<file path="src/rtl/fde_pipe_regs.sv">
// fde_pipe_regs: Y86-64 front-end pipeline registers (F predicted PC, F->D, D->E).
// Applies the hazard unit's stall/bubble controls. It flags illegal control
// combinations in a sticky bit.
// Optional build macro FDE_PERF_CNT_EN adds saturating stall/bubble cycle counters.
module fde_pipe_regs #(
  parameter int unsigned        DATA_W   = 64,
  parameter logic [DATA_W-1:0]  RESET_PC = '0
) (
  input  logic              clk,
  input  logic              rst,
  // Hazard controls
  input  logic              F_stall,
  input  logic              D_stall,
  input  logic              D_bubble,
  input  logic              E_bubble,
  // Fetch stage results
  input  logic [DATA_W-1:0] f_predPC,
  input  logic [3:0]        f_stat,
  input  logic [3:0]        f_icode,
  input  logic [3:0]        f_ifun,
  input  logic [3:0]        f_rA,
  input  logic [3:0]        f_rB,
  input  logic [DATA_W-1:0] f_valC,
  input  logic [DATA_W-1:0] f_valP,
  // Decode stage results
  input  logic [3:0]        d_stat,
  input  logic [3:0]        d_icode,
  input  logic [3:0]        d_ifun,
  input  logic [3:0]        d_dstE,
  input  logic [3:0]        d_dstM,
  input  logic [3:0]        d_srcA,
  input  logic [3:0]        d_srcB,
  input  logic [DATA_W-1:0] d_valC,
  input  logic [DATA_W-1:0] d_valA,
  input  logic [DATA_W-1:0] d_valB,
  // F register
  output logic [DATA_W-1:0] F_predPC,
  // D register
  output logic [3:0]        D_stat,
  output logic [3:0]        D_icode,
  output logic [3:0]        D_ifun,
  output logic [3:0]        D_rA,
  output logic [3:0]        D_rB,
  output logic [DATA_W-1:0] D_valC,
  output logic [DATA_W-1:0] D_valP,
  // E register
  output logic [3:0]        E_stat,
  output logic [3:0]        E_icode,
  output logic [3:0]        E_ifun,
  output logic [3:0]        E_dstE,
  output logic [3:0]        E_dstM,
  output logic [3:0]        E_srcA,
  output logic [3:0]        E_srcB,
  output logic [DATA_W-1:0] E_valC,
  output logic [DATA_W-1:0] E_valA,
  output logic [DATA_W-1:0] E_valB,
`ifdef FDE_PERF_CNT_EN
  output logic [31:0]       stall_cnt,
  output logic [31:0]       bubble_cnt,
`endif
  output logic              ctl_conflict
);

  localparam logic [3:0] SAOK  = 4'h1;
  localparam logic [3:0] INOP  = 4'h1;
  localparam logic [3:0] RNONE = 4'hF;

  // A stall together with a bubble, or a fetch stall without a decode stall/bubble,
  // would lose or duplicate an instruction.
  logic conflict_c;
  assign conflict_c = (D_stall && D_bubble) || (F_stall && !D_stall && !D_bubble);

  // F register: predicted PC, held while fetch is stalled
  always_ff @(posedge clk or posedge rst) begin
    if (rst) begin
      F_predPC <= RESET_PC;
    end else if (!F_stall) begin
      F_predPC <= f_predPC;
    end
  end

  // D register: stall holds and wins over bubble; a bubble injects a NOP
  always_ff @(posedge clk or posedge rst) begin
    if (rst) begin
      D_stat  <= SAOK;
      D_icode <= INOP;
      D_ifun  <= 4'h0;
      D_rA    <= RNONE;
      D_rB    <= RNONE;
      D_valC  <= '0;
      D_valP  <= '0;
    end else if (D_stall) begin
      D_stat  <= D_stat;
      D_icode <= D_icode;
      D_ifun  <= D_ifun;
      D_rA    <= D_rA;
      D_rB    <= D_rB;
      D_valC  <= D_valC;
      D_valP  <= D_valP;
    end else if (D_bubble) begin
      D_stat  <= SAOK;
      D_icode <= INOP;
      D_ifun  <= 4'h0;
      D_rA    <= RNONE;
      D_rB    <= RNONE;
      D_valC  <= '0;
      D_valP  <= '0;
    end else begin
      D_stat  <= f_stat;
      D_icode <= f_icode;
      D_ifun  <= f_ifun;
      D_rA    <= f_rA;
      D_rB    <= f_rB;
      D_valC  <= f_valC;
      D_valP  <= f_valP;
    end
  end

  // E register: no stall path, either a NOP bubble or the decode results
  always_ff @(posedge clk or posedge rst) begin
    if (rst) begin
      E_stat  <= SAOK;
      E_icode <= INOP;
      E_ifun  <= 4'h0;
      E_dstE  <= RNONE;
      E_dstM  <= RNONE;
      E_srcA  <= RNONE;
      E_srcB  <= RNONE;
      E_valC  <= '0;
      E_valA  <= '0;
      E_valB  <= '0;
    end else if (E_bubble) begin
      E_stat  <= SAOK;
      E_icode <= INOP;
      E_ifun  <= 4'h0;
      E_dstE  <= RNONE;
      E_dstM  <= RNONE;
      E_srcA  <= RNONE;
      E_srcB  <= RNONE;
      E_valC  <= '0;
      E_valA  <= '0;
      E_valB  <= '0;
    end else begin
      E_stat  <= d_stat;
      E_icode <= d_icode;
      E_ifun  <= d_ifun;
      E_dstE  <= d_dstE;
      E_dstM  <= d_dstM;
      E_srcA  <= d_srcA;
      E_srcB  <= d_srcB;
      E_valC  <= d_valC;
      E_valA  <= d_valA;
      E_valB  <= d_valB;
    end
  end

  // Sticky illegal-control flag, cleared only by reset
  always_ff @(posedge clk or posedge rst) begin
    if (rst) begin
      ctl_conflict <= 1'b0;
    end else if (conflict_c) begin
      ctl_conflict <= 1'b1;
    end
  end

`ifdef FDE_PERF_CNT_EN
  // Saturating count of cycles with fetch stalled
  always_ff @(posedge clk or posedge rst) begin
    if (rst) begin
      stall_cnt <= 32'd0;
    end else if (F_stall && (stall_cnt != 32'hFFFF_FFFF)) begin
      stall_cnt <= stall_cnt + 32'd1;
    end
  end

  // Saturating count of cycles injecting a bubble into D or E
  always_ff @(posedge clk or posedge rst) begin
    if (rst) begin
      bubble_cnt <= 32'd0;
    end else if ((D_bubble || E_bubble) && (bubble_cnt != 32'hFFFF_FFFF)) begin
      bubble_cnt <= bubble_cnt + 32'd1;
    end
  end
`endif

endmodule
</file>
<file path="config.mk">
export PLATFORM = sky130hd
export DESIGN_NAME = fde_pipe_regs
export DESIGN_NICKNAME = d
export VERILOG_FILES = /design/src/rtl/fde_pipe_regs.sv
export SDC_FILE = /design/constraint.sdc
export NUM_CORES = 1
export LEC_CHECK = 0
export ABC_AREA = 1
export BUFFER_PORTS_ARGS = -buffer_cell sky130_fd_sc_hd__buf_4
export CAP_MARGIN = 20
export CORE_AREA = 2 2 337 339
export CTS_CLUSTER_SIZE = 40
export DETAILED_ROUTE_END_ITERATION = 6
export DIE_AREA = 0 0 339 341
export RECOVER_POWER = 100
export SLEW_MARGIN = 20
export SYNTH_ARGS = -nofsm -noshare
export SYNTH_HDL_FRONTEND = slang
export SYNTH_SLANG_ARGS = --single-unit
</file>
<file path="constraint.sdc">
create_clock -name clk -period 15.5 [get_ports clk]
set_clock_uncertainty 0.2 [all_clocks]
set_input_delay 0.775 -clock clk [delete_from_list [all_inputs] [get_ports clk]]
set_output_delay 0.775 -clock clk [all_outputs]
set_load 0.03 [all_outputs]
</file>
# --- Word level (Yosys, flattened, before mapping) ---
# Index checks and enable logic that the tools add are counted.
word_totals:
  elab_cells: 42
  reg_bits: 433
  output_inout_bits: 433
classes:
  muxes: 17
  reduce_logical: 6
ops:
  columns: ["op", "count"]
  rows:
  - ["$mux W64", 5]
  - ["$mux W4", 12]
  - ["$logic_and A1 B1 Y1", 3]
  - ["$logic_not A1 Y1", 2]
  - ["$logic_or A1 B1 Y1", 1]

# --- Depth between registers and ports, before layout ---
depth:
  ltp_word: 4
  ltp_mapped: 6
  mapped_depth_nobuf: 3

# --- Worst setup path before layout ---
# OpenSTA, ideal clock, no wires.
synth_path:
  path_type: "input-to-reg"
  startpoint: "in F_stall"
  endpoint: "reg F_predPC[0]"
  setup_slack_ns: 13.836
  arrival_ns: 1.331
  path_stages: 5
  path_cell_list: "buf_2 > buf_4 > buf_4 > nand2_1 > o21ai_0"
synth_rtl:
  columns: ["element", "line_no", "source"]
  rows:
  - ["start, declared", "12", "input logic F_stall,"]
  - ["end signal, assigned", "78", "F_predPC <= f_predPC;"]
  - ["end, declared", "37", "output logic [DATA_W-1:0] F_predPC,"]

# --- Final worst setup path ---
layout_path:
  startpoint: "in E_bubble"
  endpoint: "reg E_valA[36]"
layout_between:
  elab_chain_len: 1
layout_lines:
  columns: ["element", "line_no", "source"]
  rows:
  - ["start, declared", "15", "input logic E_bubble,"]
  - ["$mux W64", "132", "end else if (E_bubble) begin"]
  - ["end signal, assigned", "152", "E_valA <= d_valA;"]
  - ["end, declared", "55", "output logic [DATA_W-1:0] E_valA,"]
# No other way between the ends.
# A chain may end at the register's enable or synchronous reset.

==> metrics.md <==
| Metric | Value |
|---|---|
| Drt drc | `0` |
| CTS buffer count | `55` |
| Iter 0 DRT Violations | `roughly 620` |
| Post-Layout Cell Count | `between 3000 and 4000` |
| Placed Instances | `3878` |
| FFs w/ async S/R, synth | `between 90% and 100%` |
| Slew headroom | `-326%` |
| Setup-failing EPs final | `0` |
| Gate Count Post-Synth | `approximately 1600` |
| Outcome | `finished with violations` |
| Die area | `approximately 120000 um2` |
| Synth Flop Type | `dfrtp_1` |
| Synth Area in Simple Gates | `between 10% and 20%` |
| Final hold vios | `0` |
| Clock Sinks | `around 430` |
| Die height | `~340 um` |
| Sequential area share after synthesis | `70.4%` |
| Via density | `approximately 3.4` |
| Vias in the first global route | `14281` |
| Total Power | `slightly above 3 mW` |
| Worst setup SP type | `primary input` |
| VDD IR max | `~0.080 mV` |
| Skew-Pair Late Insertion Delay | `around 640 ps` |
| WL final | `roughly 90000 um` |
| Largest net degree at the start of global routing | `148` |
| First-pass GRT wire length | `117000 um` |
| Xor and xnor fraction of the mapped netlist area | `0%` |
| Syn Nets | `~2000` |
| Synth cell types | `13` |
| Root buffer cell | `clkbuf_16` |
| Most common library cells after synthesis | `nand2_1 (500), dfrtp_1 (405), inv_1 (268), nor2_1 (202), o21ai_0 (74)` |
| Slew Limit Fails | `between 700 and 800` |
| Maximum fanout along the worst path | `about 150` |
| Reg2reg path depth | `2` |
| Row cnt | `between 100 and 150` |
| Unrepaired setup endpoints after global routing | `no` |
| Reg clk slew, reported paths | `approximately 60 ps` |
| H-tree levels | `2` |
| Buffer count from post-CTS setup fixing | `0` |
| DP Wirelength | `between 70000 and 80000 um` |
| Fin nets | `around 2900` |
| Post-synthesis mux area share | `0%` |
| Max Cap Viol | `10` |
| Die Wd | `~340 um` |
| Synth Warn # | `0` |
| Worst Hold Depth | `2` |
| Placer Congestion | `slightly below 0.9` |
| Number of I/O port buffers | `870` |
| Cell Area, Synth | `roughly 15000 um2` |
| Crit end category | `flop` |
| Num ports | `between 800 and 900` |
| Clk buf depth | `3` |
| Core Box Area | `112000 um2` |
| Cell leakage power | `~12 nW` |
| Post-synthesis area per instance | `a little under 10 um2` |
| Routed len/inst | `21.9 um` |
| Adder-Cell Fraction of Synth Area | `0%` |
| Crit path DAT | `about 8400 ps` |
| Hold Crit Class | `in2reg` |
| Post-synth top area share | `between 60% and 70%` |
| Top-count cell post-synth | `nand2_1` |
| Least-Margin Pin Slew | `6380 ps` |
| Layout area overhead | `54.1%` |
| Compound-gate portion of the synthesized area | `2.43%` |
| Setup_tns | `0 ps` |
| Share of cells above drive strength 1 | `23.2%` |
| Gr usage total | `14.7%` |
| Top cell type by total area after synthesis | `dfrtp_1` |
| Post-synth EDFFs | `0` |
| Antenna violations before repair | `45` |
| Fmax | `about 0.12 GHz` |
| Routed Antenna Nets | `0` |
| Largest family of logic cells by synthesized area | `simple AND/OR/NAND/NOR gates` |
| Req. time, crit path | `roughly 16000 ps` |
| Grt total ovfl | `0` |
| CTS tree | `done` |
| Initial Util | `13.8%` |
| Synth Register Bits | `about 430` |
| TritonRoute pass-1 iters | `4` |
| Tmin final | `between 8000 and 9000 ps` |
| Failing checks | `max-capacitance violations, max-slew violations` |
| Tcrit/Tclk final | `~53%` |
| Via count | `13453` |
| Largest cells by area after synthesis | `dfrtp_1 (66%), nand2_1 (12%), inv_1 (6.5%)` |
| Crit Path Class | `in2reg` |
| PwrDens | `approximately 130 nW/um2` |
-- what timing repair did --
action,in CTS,in global routing
hold buffers,1,0
resized for setup,0,0
hold endpoints to repair,45,0
-- final cells by class --
class / count / area, um2
timing repair buffer: 882 / 4960
sequential: 433 / 10900
inverter: 268 / 1010
clock inverter: 28 / 378
tap: 1500 / 1880
clock buffer: 73 / 1530
fill: 12685 / 88100
multi-input combinational: 796 / 3130
antenna: 13 / 32.5
-- routing by layer --
| metal | vias to the layer above | GRT usage [%] | part of all wire [%] |
|---|---|---|---|
| met1 | 6414 | 15.3 | 36 |
| met5 | - | 0 | 0.073 |
| li1 | 6277 | - | - |
| met3 | 133 | 10.2 | 15 |
| met4 | 10 | 4.56 | 2.3 |
| met2 | 619 | 23.5 | 47 |
-- worst max-delay path, cell delays in order --
cell,delay [ps]
clkbuf_1,4370
clkbuf_1,2930
nor2_1,260
-- flip-flops by register name, indices dropped and copies added, names as in the netlist, 64 cells and up --
name and flops:
E_valC 64, D_valC 64, E_valB 64, E_valA 64, D_valP 64, F_predPC 64
-- cells in the final DEF, fill, tap and decap left out, types with 3 or more instances in the layout --
| master | count |
|---|---|
| buf_4 | 438 |
| bufinv_16 | 7 |
| clkbuf_1 | 453 |
| clkbuf_16 | 56 |
| clkbuf_8 | 6 |
| clkinv_2 | 4 |
| clkinv_4 | 6 |
| clkinvlp_4 | 7 |
| dfrtp_1 | 405 |
| dfstp_2 | 28 |
| diode_2 | 13 |
| inv_1 | 267 |
| inv_6 | 3 |
| nand2_1 | 500 |
| nor2_1 | 203 |
| o21ai_0 | 74 |
| or2_2 | 18 |
-- path summary, 6_finish.rpt --
path | from | slack [ps] | end
min in group asynchronous | rst | 1210 | E_valC[40]
worst max-delay path | E_bubble | 7220 | E_valA[36]
worst max register to register | D_stat[0] | 14410 | D_stat[0]
worst min register to register | D_rB[1] | 270 | D_rB[1]
worst min-delay path | d_srcA[0] | 120 | E_srcA[0]
max in group asynchronous | rst | 8810 | E_valC[16]
-- cells by family after synthesis --
family | after synthesis
AND/OR/NAND/NOR | 721
buffers and inverters | 339
flip-flops | 433
AO/OA/AOI/OAI | 75
-- where the power goes --
group	switching (mW)	internal, mW
logic	0.334	0.136
clock network	0.543	0.811
registers	0.0356	1.21
-- stage by stage --
| stage | cell area [um2] | setup slack [ps] | hold slack, ps | utilization (%) |
|---|---|---|---|---|
| after floorplan | 15400 | 2510 | 326 | - |
| after global placement | 23500 | 11780 | 259 | 21.0 |
| after detailed placement | 23500 | 11750 | 261 | 21.0 |
| after CTS | 25400 | 11910 | 38.2 | 22.7 |
| after global routing | 23800 | 6000 | 71.1 | 21.3 |
| final | 23800 | 7220 | 117 | 21.3 |
No activity file was read; power rests on OpenSTA's default activity.
